## src/rtl/ecp3_pcie_pkg.sv

```systemverilog
// Shared constants and types for the master-FIFO to ECP3 PCIe TX path.
package ecp3_pcie_pkg;

  localparam int unsigned REC_W       = 18;
  localparam int unsigned REC_SOP_BIT = 17;
  localparam int unsigned REC_EOP_BIT = 16;

  localparam logic [3:0] DEF_CMD_MWR = 4'h9;

  localparam logic [2:0] TLP_FMT_3DW_DATA = 3'b010;
  localparam logic [4:0] TLP_TYPE_MEM     = 5'b00000;

  localparam int unsigned CRED_UNIT_BYTES = 16;

  typedef enum logic [1:0] {
    LOAD_IDLE,
    LOAD,
    CRED,
    SEND
  } state_t;

  // Posted data credits needed for one payload of dw doublewords.
  function automatic int unsigned pd_units(input int unsigned dw);
    return (dw * 4 + CRED_UNIT_BYTES - 1) / CRED_UNIT_BYTES;
  endfunction

  function automatic logic [7:0] sat_add8(input logic [7:0] a, input logic [1:0] inc);
    logic [8:0] s;
    s = {1'b0, a} + 9'(inc);
    return s[8] ? 8'hFF : s[7:0];
  endfunction

endpackage

```

## src/rtl/mst_tlp_sender_if.sv

```systemverilog
// ECP3 PCIe core 16-bit TX port: request/ready handshake, data and posted credits.
interface mst_tlp_sender_if;
  logic        tx_req;
  logic        tx_rdy;
  logic        tx_st;
  logic        tx_end;
  logic [15:0] tx_data;
  logic [8:0]  tx_ca_ph;
  logic [12:0] tx_ca_pd;

  modport master (
    output tx_req, tx_st, tx_end, tx_data,
    input  tx_rdy, tx_ca_ph, tx_ca_pd
  );

  modport slave (
    input  tx_req, tx_st, tx_end, tx_data,
    output tx_rdy, tx_ca_ph, tx_ca_pd
  );
endinterface

```

## src/rtl/tlp_stage_buf.sv

```systemverilog
// Whole-record stage buffer: register file with write/read pointers and clear.
module tlp_stage_buf #(
  parameter  int unsigned DEPTH = 32,
  parameter  int unsigned WIDTH = 18,
  localparam int unsigned CNT_W = $clog2(DEPTH + 1),
  localparam int unsigned PTR_W = $clog2(DEPTH)
) (
  input  logic             clk,
  input  logic             rst_n,
  input  logic             clr,
  input  logic             wr_en,
  input  logic [WIDTH-1:0] wr_data,
  input  logic             rd_adv,
  output logic [15:0]      rd_data,
  output logic [CNT_W-1:0] count
);

  logic [WIDTH-1:0] r_mem [DEPTH];
  logic [CNT_W-1:0] r_wr_ptr;
  logic [PTR_W-1:0] r_rd_ptr;
  logic [CNT_W-1:0] w_wr_base;
  logic [PTR_W-1:0] w_rd_base;

  // Clear and write may coincide: the write then lands in slot 0.
  assign w_wr_base = clr ? '0 : r_wr_ptr;
  assign w_rd_base = clr ? '0 : r_rd_ptr;

  always_ff @(posedge clk) begin
    if (wr_en && (32'(w_wr_base) < DEPTH)) begin
      r_mem[w_wr_base[PTR_W-1:0]] <= wr_data;
    end
  end

  always_ff @(posedge clk or negedge rst_n) begin
    if (!rst_n) begin
      r_wr_ptr <= '0;
      r_rd_ptr <= '0;
    end else begin
      r_wr_ptr <= w_wr_base + CNT_W'(wr_en);
      r_rd_ptr <= w_rd_base + PTR_W'(rd_adv);
    end
  end

  assign rd_data = r_mem[r_rd_ptr][15:0];
  assign count   = r_wr_ptr;

endmodule

```

## src/rtl/mst_tlp_sender.sv

```systemverilog
// Stages one master-FIFO record, then emits it as a 3DW MWr TLP on the ECP3 TX port.
module mst_tlp_sender
  import ecp3_pcie_pkg::*;
#(
  parameter int unsigned PAYLOAD_DW = 8,
  parameter int unsigned BUF_DEPTH  = 32,
  parameter logic [3:0]  CMD_MWR    = DEF_CMD_MWR
) (
  input  logic                     sys_clk,
  input  logic                     sys_rst_n,
  input  logic                     enable,
  input  logic [17:0]              mst_dout,
  input  logic                     mst_empty,
  output logic                     mst_rd_en,
  input  logic [15:0]              requester_id,
  mst_tlp_sender_if.master         tx,
  output logic [15:0]              tlp_sent_cnt,
  output logic [7:0]               drop_cnt
);

  localparam int unsigned REC_WORDS = 3 + 2 * PAYLOAD_DW;
  localparam int unsigned TLP_WORDS = 6 + 2 * PAYLOAD_DW;
  localparam int unsigned CNT_W     = $clog2(BUF_DEPTH + 1);
  localparam int unsigned IDX_W     = $clog2(TLP_WORDS);
  localparam int unsigned PD_NEED   = pd_units(PAYLOAD_DW);
  localparam logic [IDX_W-1:0] LAST_IDX = IDX_W'(TLP_WORDS - 1);

  localparam logic [15:0] HDR0 = {TLP_FMT_3DW_DATA, TLP_TYPE_MEM, 1'b0, 3'b000, 4'b0000};
  localparam logic [15:0] HDR1 = {1'b0, 1'b0, 2'b00, 2'b00, 10'(PAYLOAD_DW)};

  state_t           r_state;
  logic             r_rd_pend;
  logic [7:0]       r_be;
  logic [7:0]       r_tag;
  logic [15:0]      r_sent;
  logic [7:0]       r_drop;
  logic             r_tx_req;
  logic             r_tx_st;
  logic             r_tx_end;
  logic [15:0]      r_tx_data;
  logic [IDX_W-1:0] r_idx;

  logic [CNT_W-1:0] w_cnt;
  logic [CNT_W-1:0] w_cnt_next;
  logic [15:0]      w_rd_data;
  logic             w_rd_en;
  logic             w_sop;
  logic             w_eop;
  logic             w_cmd_ok;
  logic             w_cred_ok;
  logic             w_wr;
  logic             w_clr;
  logic [1:0]       w_drop_inc;
  logic             w_go_load;
  logic             w_go_idle;
  logic             w_go_cred;
  logic [IDX_W-1:0] w_load_idx;
  logic [15:0]      w_next_word;
  logic             w_rd_adv;
  logic             w_last_acc;

  assign w_sop      = mst_dout[REC_SOP_BIT];
  assign w_eop      = mst_dout[REC_EOP_BIT];
  assign w_cmd_ok   = (mst_dout[15:12] == CMD_MWR);
  assign w_cnt_next = w_cnt + CNT_W'(1);
  assign w_last_acc = (r_state == SEND) && tx.tx_rdy && (r_idx == LAST_IDX);

  assign w_cred_ok = (tx.tx_ca_ph[8] || (tx.tx_ca_ph[7:0] != 8'd0)) &&
                     (tx.tx_ca_pd[12] || (tx.tx_ca_pd[11:0] >= 12'(PD_NEED)));

  // Reads stop once the record's word count is covered, so no word of the
  // next record is ever in flight when the buffer hands over to CRED.
  always_comb begin
    w_rd_en = 1'b0;
    case (r_state)
      LOAD_IDLE: w_rd_en = !mst_empty && enable;
      LOAD:      w_rd_en = !mst_empty &&
                           ((32'(w_cnt) + 32'(r_rd_pend)) < REC_WORDS) &&
                           ((32'(w_cnt) + 32'(r_rd_pend)) < BUF_DEPTH);
      default:   w_rd_en = 1'b0;
    endcase
  end

  assign mst_rd_en = w_rd_en;

  always_comb begin
    w_wr       = 1'b0;
    w_clr      = 1'b0;
    w_drop_inc = 2'd0;
    w_go_load  = 1'b0;
    w_go_idle  = 1'b0;
    w_go_cred  = 1'b0;
    if (r_rd_pend) begin
      case (r_state)
        LOAD_IDLE: begin
          if (w_sop) begin
            if (w_cmd_ok) begin
              w_wr      = 1'b1;
              w_go_load = 1'b1;
            end else begin
              w_drop_inc = 2'd1;
            end
          end
        end
        LOAD: begin
          if (w_sop) begin
            // Mid-record SOP: drop the partial record, restart on this word.
            w_clr = 1'b1;
            if (w_cmd_ok) begin
              w_drop_inc = 2'd1;
              w_wr       = 1'b1;
              w_go_load  = 1'b1;
            end else begin
              w_drop_inc = 2'd2;
              w_go_idle  = 1'b1;
            end
          end else if (w_cnt_next == CNT_W'(REC_WORDS)) begin
            if (w_eop) begin
              w_wr      = 1'b1;
              w_go_cred = 1'b1;
            end else begin
              w_clr      = 1'b1;
              w_drop_inc = 2'd1;
              w_go_idle  = 1'b1;
            end
          end else if (w_eop) begin
            w_clr      = 1'b1;
            w_drop_inc = 2'd1;
            w_go_idle  = 1'b1;
          end else begin
            w_wr = 1'b1;
          end
        end
        default: ;
      endcase
    end
    if (w_last_acc) begin
      w_clr = 1'b1;
    end
  end

  // Buffer slot 0 holds w0 (kept in r_be), so the read pointer skips it on
  // the way into SEND and then tracks header words 4.. onward.
  assign w_load_idx = (r_state == SEND) ? (r_idx + IDX_W'(1)) : '0;
  assign w_rd_adv   = ((r_state == CRED) && w_cred_ok) ||
                      ((r_state == SEND) && tx.tx_rdy && (r_idx != LAST_IDX) &&
                       (w_load_idx >= IDX_W'(4)));

  always_comb begin
    w_next_word = w_rd_data;
    case (w_load_idx)
      IDX_W'(0): w_next_word = HDR0;
      IDX_W'(1): w_next_word = HDR1;
      IDX_W'(2): w_next_word = requester_id;
      IDX_W'(3): w_next_word = {r_tag, r_be};
      IDX_W'(5): w_next_word = {w_rd_data[15:2], 2'b00};
      default:   w_next_word = w_rd_data;
    endcase
  end

  tlp_stage_buf #(
    .DEPTH (BUF_DEPTH),
    .WIDTH (REC_W)
  ) u_buf (
    .clk     (sys_clk),
    .rst_n   (sys_rst_n),
    .clr     (w_clr),
    .wr_en   (w_wr),
    .wr_data (mst_dout),
    .rd_adv  (w_rd_adv),
    .rd_data (w_rd_data),
    .count   (w_cnt)
  );

  always_ff @(posedge sys_clk or negedge sys_rst_n) begin
    if (!sys_rst_n) begin
      r_state   <= LOAD_IDLE;
      r_rd_pend <= 1'b0;
      r_be      <= '0;
      r_tag     <= '0;
      r_sent    <= '0;
      r_drop    <= '0;
      r_tx_req  <= 1'b0;
      r_tx_st   <= 1'b0;
      r_tx_end  <= 1'b0;
      r_tx_data <= '0;
      r_idx     <= '0;
    end else begin
      r_rd_pend <= w_rd_en;
      r_drop    <= sat_add8(r_drop, w_drop_inc);
      case (r_state)
        LOAD_IDLE, LOAD: begin
          if (w_go_load) begin
            r_be    <= mst_dout[7:0];
            r_state <= LOAD;
          end else if (w_go_cred) begin
            r_state <= CRED;
          end else if (w_go_idle) begin
            r_state <= LOAD_IDLE;
          end
        end
        CRED: begin
          if (w_cred_ok) begin
            r_state   <= SEND;
            r_tx_req  <= 1'b1;
            r_tx_st   <= 1'b1;
            r_tx_end  <= 1'b0;
            r_tx_data <= w_next_word;
            r_idx     <= '0;
          end
        end
        SEND: begin
          if (tx.tx_rdy) begin
            r_tx_req <= 1'b0;
            if (r_idx == LAST_IDX) begin
              r_tx_st   <= 1'b0;
              r_tx_end  <= 1'b0;
              r_tx_data <= '0;
              r_idx     <= '0;
              r_tag     <= r_tag + 8'd1;
              r_sent    <= r_sent + 16'd1;
              r_state   <= LOAD_IDLE;
            end else begin
              r_idx     <= w_load_idx;
              r_tx_data <= w_next_word;
              r_tx_st   <= 1'b0;
              r_tx_end  <= (w_load_idx == LAST_IDX);
            end
          end
        end
        default: r_state <= LOAD_IDLE;
      endcase
    end
  end

  assign tx.tx_req    = r_tx_req;
  assign tx.tx_st     = r_tx_st;
  assign tx.tx_end    = r_tx_end;
  assign tx.tx_data   = r_tx_data;
  assign tlp_sent_cnt = r_sent;
  assign drop_cnt     = r_drop;

endmodule
```

## src/flat_wrapper.sv

```systemverilog
// flat-port wrapper written by rule: the top's interface ports become plain ports
module mst_tlp_sender_flat import ecp3_pcie_pkg::*;
#(
  parameter int unsigned PAYLOAD_DW = 8,
  parameter int unsigned BUF_DEPTH  = 32,
  parameter logic [3:0]  CMD_MWR    = DEF_CMD_MWR
)
  (sys_clk, sys_rst_n, enable, mst_dout, mst_empty, mst_rd_en, requester_id, tlp_sent_cnt, drop_cnt, tx_tx_req, tx_tx_st, tx_tx_end, tx_tx_data, tx_tx_rdy, tx_tx_ca_ph, tx_tx_ca_pd);
  mst_tlp_sender_if tx_i ();
  input  logic sys_clk;
  input  logic sys_rst_n;
  input  logic enable;
  input  logic [17:0] mst_dout;
  input  logic mst_empty;
  output logic mst_rd_en;
  input  logic [15:0] requester_id;
  output logic [15:0] tlp_sent_cnt;
  output logic [7:0] drop_cnt;
  output wire logic [$bits(tx_i.tx_req)-1:0] tx_tx_req;
  output wire logic [$bits(tx_i.tx_st)-1:0] tx_tx_st;
  output wire logic [$bits(tx_i.tx_end)-1:0] tx_tx_end;
  output wire logic [$bits(tx_i.tx_data)-1:0] tx_tx_data;
  input wire logic [$bits(tx_i.tx_rdy)-1:0] tx_tx_rdy;
  input wire logic [$bits(tx_i.tx_ca_ph)-1:0] tx_tx_ca_ph;
  input wire logic [$bits(tx_i.tx_ca_pd)-1:0] tx_tx_ca_pd;
  assign tx_tx_req = tx_i.tx_req;
  assign tx_tx_st = tx_i.tx_st;
  assign tx_tx_end = tx_i.tx_end;
  assign tx_tx_data = tx_i.tx_data;
  assign tx_i.tx_rdy = tx_tx_rdy;
  assign tx_i.tx_ca_ph = tx_tx_ca_ph;
  assign tx_i.tx_ca_pd = tx_tx_ca_pd;
  mst_tlp_sender #(.PAYLOAD_DW(PAYLOAD_DW), .BUF_DEPTH(BUF_DEPTH), .CMD_MWR(CMD_MWR)) u_core (.sys_clk(sys_clk), .sys_rst_n(sys_rst_n), .enable(enable), .mst_dout(mst_dout), .mst_empty(mst_empty), .mst_rd_en(mst_rd_en), .requester_id(requester_id), .tx(tx_i), .tlp_sent_cnt(tlp_sent_cnt), .drop_cnt(drop_cnt));
endmodule
```

## config.mk

```make
export PLATFORM = sky130hd
export DESIGN_NAME = mst_tlp_sender_flat
export DESIGN_NICKNAME = d
export VERILOG_FILES = /design/src/rtl/ecp3_pcie_pkg.sv /design/src/rtl/mst_tlp_sender_if.sv /design/src/rtl/tlp_stage_buf.sv /design/src/rtl/mst_tlp_sender.sv /design/src/flat_wrapper.sv
export SDC_FILE = /design/constraint.sdc
export NUM_CORES = 1
export LEC_CHECK = 0
export CORE_AREA = 2 2 211 213
export DETAILED_ROUTE_END_ITERATION = 16
export DIE_AREA = 0 0 213 215
export PLACE_DENSITY = 0.77
export SLEW_MARGIN = 20
export SYNTH_ARGS = -nofsm -noshare
export SYNTH_HDL_FRONTEND = slang
export SYNTH_SLANG_ARGS = --single-unit
```

## constraint.sdc

```tcl
create_clock -name sys_clk -period 11.15 [get_ports sys_clk]
set_input_delay 2.23 -clock sys_clk [delete_from_list [all_inputs] [get_ports sys_clk]]
set_output_delay 2.23 -clock sys_clk [all_outputs]
set_load 0.05 [all_outputs]
```

# Yosys cells after proc, flatten, opt, wreduce, memory -nomap -nowiden
# Memories as Yosys holds them, arrays and structs flattened.
# Index checks and enable logic that the tools add are counted.
[op_classes] addsub=8 n_lt_le_gt_ge=5 n_eq_ne=16 mux=62 n_reduce_logical=23
[op_table] cell="$pmux W16 S5" count=1
[op_table] cell="$mux W16" count=3
[op_table] cell="$lt A32 B5 Y1 const B" count=1
[op_table] cell="$lt A32 B6 Y1 const B" count=1
[op_table] cell="$mux W1" count=32
[op_table] cell="$pmux W16 S2" count=1
[op_table] cell="$mux W5" count=5
[op_table] cell="$mux W2" count=11
[op_table] cell="$add A16 B1 Y16 const B" count=1
[op_table] cell="$ge A12 B2 Y1 const B" count=1
[op_table] cell="$eq A5 B2 Y1 const B" count=2
[op_table] cell="$eq A5 B5 Y1 const B" count=2
[op_table] cell="$logic_and A1 B1 Y1" count=10
[op_table] cell="$pmux W5 S2" count=1
[op_table] cell="$add A8 B2 Y9" count=1
[op_table] cell="$add A8 B1 Y8 const B" count=1
[op_table] cell="$mux W8" count=1
[op_table] cell="$pmux W1 S2" count=4
[op_table] cell="$reduce_bool A8 Y1" count=1
[op_table] cell="$add A6 B1 Y7" count=1
[op_table] cell="$add A6 B1 Y6" count=1
[op_table] cell="$add A6 B1 Y6 const B" count=1
[op_table] cell="$eq A6 B5 Y1 const B" count=1
[op_table] cell="$lt A6 B6 Y1 const B" count=1
[op_table] cell="24 further kinds" count=29
[totals] reg_bits=77 ram_bits=576 input_bits=61 output_inout_bits=44 word_cells=127 mem_count=1
[mem_list] name="u_core.u_buf.r_mem" words=32 word_bits=18 read_ports=1 rd_clocked_by_memory_dff=0 write_ports=1 line="tlp_stage_buf.sv:18" text="logic [WIDTH-1:0] r_mem [DEPTH];"

# Longest topological paths before layout
# Gate-level depths: netlist of the first run.
[depth] ltp_word=12 ltp_mapped=13 ltp_nobuf=12

# Hierarchy
# A second synthesis of the first run with hierarchy kept.
[unflattened] hier_cells=1551 area_unflattened_um2=24374.6
[modules_own_cells] mod="tlp_stage_buf" instances=1 cells_per_inst=1179 area_each_um2=20676.1 seq_area_each_um2=15650.0
[modules_own_cells] mod="mst_tlp_sender" instances=1 cells_per_inst=372 area_each_um2=3698.5 seq_area_each_um2=1651.6

# Worst setup path before layout of the first run
# No wires, ideal clock.
[synth_timing] path_kind="input-to-output" startpoint="input port enable" endpoint="output port mst_rd_en" arrival_time_ps=3374 required_time_ps=8920 slack_ps=5546 stages=2 path_buffers=0 cell_sequence="mux2i_1 -> nor3_1"
[synth_between] elab_chain_len=2
[synth_rtl] item="start: declaration" line="flat_wrapper.sv:12" text="input logic enable;"
[synth_rtl] item="$logic_and A1 B1 Y1" line="mst_tlp_sender.sv:76" text="LOAD_IDLE: w_rd_en = !mst_empty && enable;"
[synth_rtl] item="$pmux W1 S2" line="mst_tlp_sender.sv:75" text="case (r_state)"
[synth_rtl] item="end: declaration" line="flat_wrapper.sv:15" text="output logic mst_rd_en;"
# No other way between the ends.

# Final worst setup path of the first run
# Ends and elaborated chain as after synthesis.

==> results of run 1 <==
-- cells in the mapped netlist (3+ instances only) --
library cell	n	area share
nand3_1	40	0.0085
a311oi_1	3	0.0011
buf_2	10	0.0021
nor2_1	51	0.0081
mux2_2	23	0.011
or3_1	3	0.00079
a22oi_1	20	0.0064
mux2i_1	101	0.043
nand2_1	55	0.0087
o21ai_0	21	0.0044
nor4_1	5	0.0013
clkbuf_1	37	0.0059
edfxtp_1	512	0.65
nand4_1	10	0.0026
o311ai_0	12	0.0044
buf_1	6	0.00095
inv_1	9	0.0014
xnor2_1	19	0.0070
nand2b_1	8	0.0021
nor3_1	19	0.0040
and3_1	8	0.0021
nand4b_1	3	0.0011
o22ai_1	12	0.0032
and2_1	7	0.0019
ha_1	13	0.0069
mux4_2	96	0.092
o31ai_1	6	0.0019
o221ai_1	14	0.0052
xor2_1	17	0.0063
a211oi_1	12	0.0038
a21oi_1	20	0.0042
dfrtp_1	77	0.082
buf_4	14	0.0044
nor2b_1	7	0.0019
-- sequential cells by signal, summed over array words and instances, names as in the netlist --
| name | count |
|---|---|
| u_core.u_buf.r_mem | 512 |
| u_core.u_buf.r_rd_ptr | 5 |
| u_core.r_rd_pend | 1 |
| u_core.tx.tx_data | 16 |
| u_core.r_tag | 8 |
| u_core.tx.tx_end | 1 |
| u_core.r_state | 2 |
| u_core.tlp_sent_cnt | 16 |
| u_core.tx.tx_req | 1 |
| u_core.drop_cnt | 8 |
| u_core.u_buf.count | 6 |
| u_core.r_idx | 5 |
| u_core.r_be | 8 |
-- worst paths after layout --
check / to / cells after the start
min in group asynchronous: u_core.tlp_sent_cnt[12] / 1
worst min-delay path: u_core.tx.tx_data[14] / 2
worst min register to register: u_core.tx.tx_data[14] / 2
max in group asynchronous: u_core.u_buf.r_rd_ptr[1] / 1
worst max-delay path: mst_rd_en / 4
worst max register to register: u_core.u_buf.r_mem[9][12] / 8
-- final cells by class --
class,count,area [um2]
diodes,2,5.00
clock buffers,72,1460
clock inverters,30,166
fillers,3012,16500
inverters,9,33.8
multi-input cells,631,6030
flip-flops and latches,589,17300
well taps,592,741
repair buffers,153,1350
-- layout by cell type, fill, tap and decap left out, types with 19 or more instances in the layout --
master             n
buf_4             51
nand3_1           40
o21ai_0           20
mux2i_1          101
nor2_1            51
dfrtp_1           74
clkbuf_16         56
a21oi_1           20
a22oi_1           20
mux4_2            96
clkdlybuf4s50_1   92
nand2_1           55
xnor2_1           19
edfxtp_1         512
mux2_2            23
-- stage by stage --
step	utilization	hold slack (ps)
final	0.621	478
after global placement	0.585	462
after global routing	0.621	502
after CTS	0.622	483
after detailed placement	0.585	470
after floorplan	-	445
-- cells by family (layout without fill, tap and decap cells) --
kind of cell             count (synthesis)  count (layout)  share of synthesized area
AO/OA/AOI/OAI                          137             137                     0.0405
buffers and inverters                   76             264                     0.0148
flip-flops                             589             589                      0.732
other                                    0               2                          0
AND/OR/NAND/NOR                        224             224                     0.0459
XOR/XNOR                                36              36                     0.0133
multiplexers                           220             220                      0.145
adder cells (fa/ha/maj)                 14              14                    0.00773
-- metal layers --
| layer | up-vias | part of all wire | track usage |
|---|---|---|---|
| li1 | 5525 | - | - |
| met1 | 6586 | 0.39 | 0.328 |
| met2 | 675 | 0.48 | 0.369 |
| met3 | 93 | 0.11 | 0.0627 |
| met4 | 4 | 0.023 | 0.0688 |
| met5 | - | 0.00049 | 0 |
-- worst max-delay path, stage by stage --
cell	delay (ps)
clkdlybuf4s50_1	450
mux2i_1	60
nor3_1	220
clkdlybuf4s50_1	850
-- power by group through the flow --
stage,registers (mW),clock network (mW),logic [mW]
CTS,2.43,1.74,0.155
floorplan,2.51,0,0.0347
detailed placement,2.48,0,0.154
global placement,2.48,0,0.148
finish,2.43,1.71,0.152
global route,2.43,1.82,0.165
==> impl_metrics.env, run 1 <==
export IMPL_p_per_area_nw_per_um2=159
export IMPL_drv_slew=0
export IMPL_intPower_mw=3.39
export IMPL_drt_wl_total_mm=53.5
export IMPL_wl_per_cell_um=25.7
export IMPL_cts_setup_buffers=0
export IMPL_rows=77
export IMPL_grt_max_degree=78
export IMPL_synth_ff_type="edfxtp_1"
export IMPL_p_switching_mw=0.909
export IMPL_die_area_um2=45800
export IMPL_cts_buffers=56
export IMPL_postLayoutCellArea_um2=27100
export IMPL_fmax_mhz=165
export IMPL_cts_buffer_depth=3
export IMPL_start_util=0.541
export IMPL_antenna_found_initial=4
export IMPL_seqPwrFrac=0.566
export IMPL_max_cap_violations=0
export IMPL_rrSetupSlack_ps=6890
export IMPL_worstPathRequired_ps=8920
export IMPL_vias=12900
export IMPL_drtIter0Drc=1785
export IMPL_syn_to_final_growth_pct=14.7
export IMPL_yosysWarnings=0
export IMPL_grt_pass1_wl_mm=78.8
export IMPL_ant_nets=0
export IMPL_p_total_mw=4.30
export IMPL_ir_drop_v=0.000140
export IMPL_cts_root_buffer="clkbuf_16"
export IMPL_stdcell_count=2078
export IMPL_leakagePower_nw=8.67
export IMPL_finClkSkew_ps=17.8
export IMPL_async_flop_share=0.131
export IMPL_die_h_um=215
export IMPL_grt_pass1_vias=12600
export IMPL_setup_violations=0
export IMPL_num_nets_final=1515
export IMPL_crit_path_max_fanout=2
export IMPL_outcome="finished, final reports clean"
export IMPL_cts_sinks=589
export IMPL_route_detailed_drc=0
export IMPL_end_kind="output port"
export IMPL_die_w_um=213
export IMPL_grt_usage=0.235
export IMPL_yosysSeqAreaShare=0.732
export IMPL_maxSlewHeadroom=0.282
export IMPL_switching_share=0.211
export IMPL_synth_edff_count=512
export IMPL_gp_congestion=0.855
export IMPL_overflow=0
export IMPL_io_pins=105
export IMPL_dr_pass1_iters=5
export IMPL_crit_type="in2out"
export IMPL_dp_cells=1974
export IMPL_setup_tns_ps=0
export IMPL_worstSkewPairLatency_ps=620
export IMPL_hold_viol_final=0
export IMPL_cts_tree="built"
export IMPL_netlist_instances=1296
export IMPL_startpoint="enable"
export IMPL_h_tree_depth=2
export IMPL_pwr_share_clk=0.399
export IMPL_synth_fp_nets=1371
export IMPL_pre_cts_slack_ps=5100
export IMPL_netlist_area_um2=23600
export IMPL_layout_setup_ws_ps=5100
export IMPL_dp_hpwl_mm=32.3
export IMPL_p_comb_frac=0.035
export IMPL_cts_hold_buf=0
export IMPL_drive_gt1_frac=0.181
export IMPL_vias_per_cell=6.20
export IMPL_crit_arrival_ps=3820
export IMPL_fin_crit_sh=0.542
export IMPL_dpl_cell_area_um2=25500
export IMPL_rsz0062_at_grt="false"
export IMPL_synth_distinct_cells=52
export IMPL_io_buffers=103
export IMPL_rr_startpoint="u_core.r_idx[0]"
export IMPL_synth_area_per_cell_um2=18.2
export IMPL_core_area_um2=43600
export IMPL_min_delay_start="u_core.tx.tx_data[14]"
export IMPL_synth_seq_cells=589
export IMPL_worstMarginPinSlew_ps=1080
export IMPL_period_needed_ps=6050
export IMPL_min_path_type="reg2reg"
export IMPL_worstSetupStartpointType="input port"
export IMPL_clkTransAtPathRegs_ps=60
export IMPL_ctsResizeCount=0
No activity file was read; power rests on OpenSTA's default activity.
==> run 2: changes to the inputs <==
--- a/config.mk
+++ b/config.mk
@@ -5,10 +5,10 @@
 export SDC_FILE = /design/constraint.sdc
 export NUM_CORES = 1
 export LEC_CHECK = 0
-export CORE_AREA = 2 2 211 213
+export CORE_AREA = 2 2 213 215
 export DETAILED_ROUTE_END_ITERATION = 16
-export DIE_AREA = 0 0 213 215
-export PLACE_DENSITY = 0.77
+export DIE_AREA = 0 0 215 217
+export PLACE_DENSITY = 0.78
 export SLEW_MARGIN = 20
 export SYNTH_ARGS = -nofsm -noshare
 export SYNTH_HDL_FRONTEND = slang
==> constraint.sdc (replaced) <==
create_clock -name sys_clk -period 5.44 [get_ports sys_clk]
set_input_delay 1.088 -clock sys_clk [delete_from_list [all_inputs] [get_ports sys_clk]]
set_output_delay 1.088 -clock sys_clk [all_outputs]
set_load 0.05 [all_outputs]
==> impl_metrics.env, run 2 (synthesis gave the netlist of run 1 again) <==
export IMPL_rr_startpoint="u_core.u_buf.count[1]"
export IMPL_rrSetupSlack_ps=1680
export IMPL_h_tree_depth=2
export IMPL_path_buf_inv=1
export IMPL_maxSlewHeadroom=0.286
export IMPL_antenna_found_initial=4
export IMPL_io_buffers=103
export IMPL_syn_to_final_growth_pct=15.6
export IMPL_cts_tree="built"
export IMPL_hold_depth=1
export IMPL_cts_buffer_depth=3
export IMPL_fin_crit_sh=0.870
export IMPL_rows=78
export IMPL_clkTransAtPathRegs_ps=60
export IMPL_layout_common_cells="edfxtp_1 (512), mux2i_1 (101), mux4_2 (96)"
export IMPL_nFillCells=3140
export IMPL_die_h_um=217
export IMPL_rsz0062_at_grt="false"
export IMPL_p_comb_frac=0.035
export IMPL_max_stage_delay_ps=880
export IMPL_vias_per_cell=6.19
export IMPL_route_detailed_drc=0
export IMPL_drt_wl_total_mm=53.9
export IMPL_largest_register_ffs=512
export IMPL_ir_drop_v=0.000258
export IMPL_final_common_cell="edfxtp_1"
export IMPL_cts_hold_buf=0
export IMPL_crit_path_top_delay_cell="clkdlybuf4s50_1"
export IMPL_worst_path_most_repeated_cell="ha_1"
export IMPL_crit_path_max_fanout=4
export IMPL_core_area_um2=44700
export IMPL_dp_hpwl_mm=32.6
export IMPL_max_cap_violations=0
export IMPL_drv_slew=0
export IMPL_worstReg2RegEnd="u_core.u_buf.r_mem[13][5]"
export IMPL_ctsResizeCount=0
export IMPL_path_cells="ha_1 -> ha_1 -> nand2_1 -> o2111ai_1 -> a311oi_1 -> mux2i_1 -> nor3_1 -> clkdlybuf4s50_1"
export IMPL_fmax_mhz=211
export IMPL_grt_pass1_wl_mm=80.8
export IMPL_leakagePower_nw=8.78
export IMPL_p_per_area_nw_per_um2=330
export IMPL_min_delay_start="u_core.tlp_sent_cnt[15]"
export IMPL_drtIter0Drc=1885
export IMPL_pre_cts_slack_ps=822
export IMPL_reg2regPathDepth=9
export IMPL_grt_max_degree=78
export IMPL_grt_pass1_vias=13000
export IMPL_period_needed_ps=4730
export IMPL_cts_root_buffer="clkbuf_16"
export IMPL_crit_arrival_ps=3640
export IMPL_worstMarginPinSlew_ps=1070
export IMPL_dr_pass1_iters=5
export IMPL_switching_share=0.203
export IMPL_ant_nets=0
export IMPL_num_nets_final=1520
export IMPL_die_w_um=215
export IMPL_setup_tns_ps=0
export IMPL_setup_violations=0
export IMPL_p_total_mw=9.02
export IMPL_min_path_type="reg2reg"
export IMPL_cts_sinks=589
export IMPL_seq_area_um2=17300
export IMPL_intPower_mw=7.19
export IMPL_multi_input_area_um2=6040
export IMPL_die_area_um2=46700
export IMPL_cts_setup_buffers=0
export IMPL_start_util=0.528
export IMPL_end_kind="output port"
export IMPL_vias=12900
export IMPL_drive_gt1_frac=0.190
export IMPL_hold_viol_final=0
export IMPL_overflow=0
export IMPL_crit_type="reg2out"
export IMPL_wl_per_cell_um=25.8
export IMPL_worstPathRequired_ps=4350
export IMPL_worstSetupStartpointType="register"
export IMPL_gp_congestion=0.854
export IMPL_p_switching_mw=1.83
export IMPL_grt_usage=0.233
export IMPL_seqPwrFrac=0.553
export IMPL_pwr_share_clk=0.412
export IMPL_outcome="finished, final reports clean"
export IMPL_worstSkewPairLatency_ps=610
export IMPL_cts_buffers=54
export IMPL_cp_top_family="buffers and inverters"
export IMPL_finClkSkew_ps=24.3
export IMPL_io_pins=105
export IMPL_cp_num_cells=8
export IMPL_startpoint="u_core.u_buf.count[0]"
export IMPL_hold_end="u_core.tlp_sent_cnt[15]"
export IMPL_layout_setup_ws_ps=708
[run 2: changes by cell type in the layout (fill, tap and decap cells not counted), sizes merged]
cell and change:
buf +7, bufinv +5, clkbuf -4, clkinvlp -3, inv -1
[run 2: worst max path at each step]
stage | to | slack (ps)
after floorplan | u_core.u_buf.r_mem[23][0] | 1470
after global placement | u_core.u_buf.r_mem[13][6] | 880
after detailed placement | u_core.u_buf.r_mem[13][7] | 820
after CTS | mst_rd_en | 700
after global routing | mst_rd_en | 550
final | mst_rd_en | 710
[run 2: metal layers]
layer	routed length, um	vias to the layer above	share of wire	global-route usage
met5	19	-	0.00035	0
met4	975	4	0.018	0.0586
met3	5350	82	0.099	0.0519
met2	25900	680	0.48	0.376
met1	21700	6647	0.40	0.328
li1	-	5528	-	-
[run 2: per-stage QoR]
step	cell area, um2	utilization	hold slack [ps]	cells
after floorplan	23600	-	445	1296
after global placement	25600	0.573	461	1989
after detailed placement	25600	0.573	469	1989
after CTS	27300	0.612	477	2088
after global routing	27300	0.611	500	2088
final	27300	0.611	469	2090
[run 2: cell type report]
class,count,area share
repair buffers,160,0.0524
well taps,600,0.0275
flip-flops and latches,589,0.634
clock inverters,31,0.00981
diodes,2,0.000183
inverters,9,0.00124
multi-input cells,631,0.221
clock buffers,68,0.0538
[run 2: power by group through the flow]
stage / Clock, mW / Combinational (mW) / Sequential, mW
global route: 3.93 / 0.342 / 4.99
finish: 3.72 / 0.316 / 4.98
global placement: 0 / 0.308 / 5.08
CTS: 3.76 / 0.320 / 4.99
detailed placement: 0 / 0.319 / 5.08
floorplan: 0 / 0.0712 / 5.14
[run 2: worst register-to-register path: cells and delay by family (launching register included)]
| kind | cells | cell delay (ps) |
|---|---|---|
| and+or+nand+nor | 6 | 1920 |
| DFF | 1 | 500 |
| AOI/OAI and AO/OA | 1 | 460 |
| buffers and inverters | 1 | 320 |
| adders and majority gates | 1 | 260 |
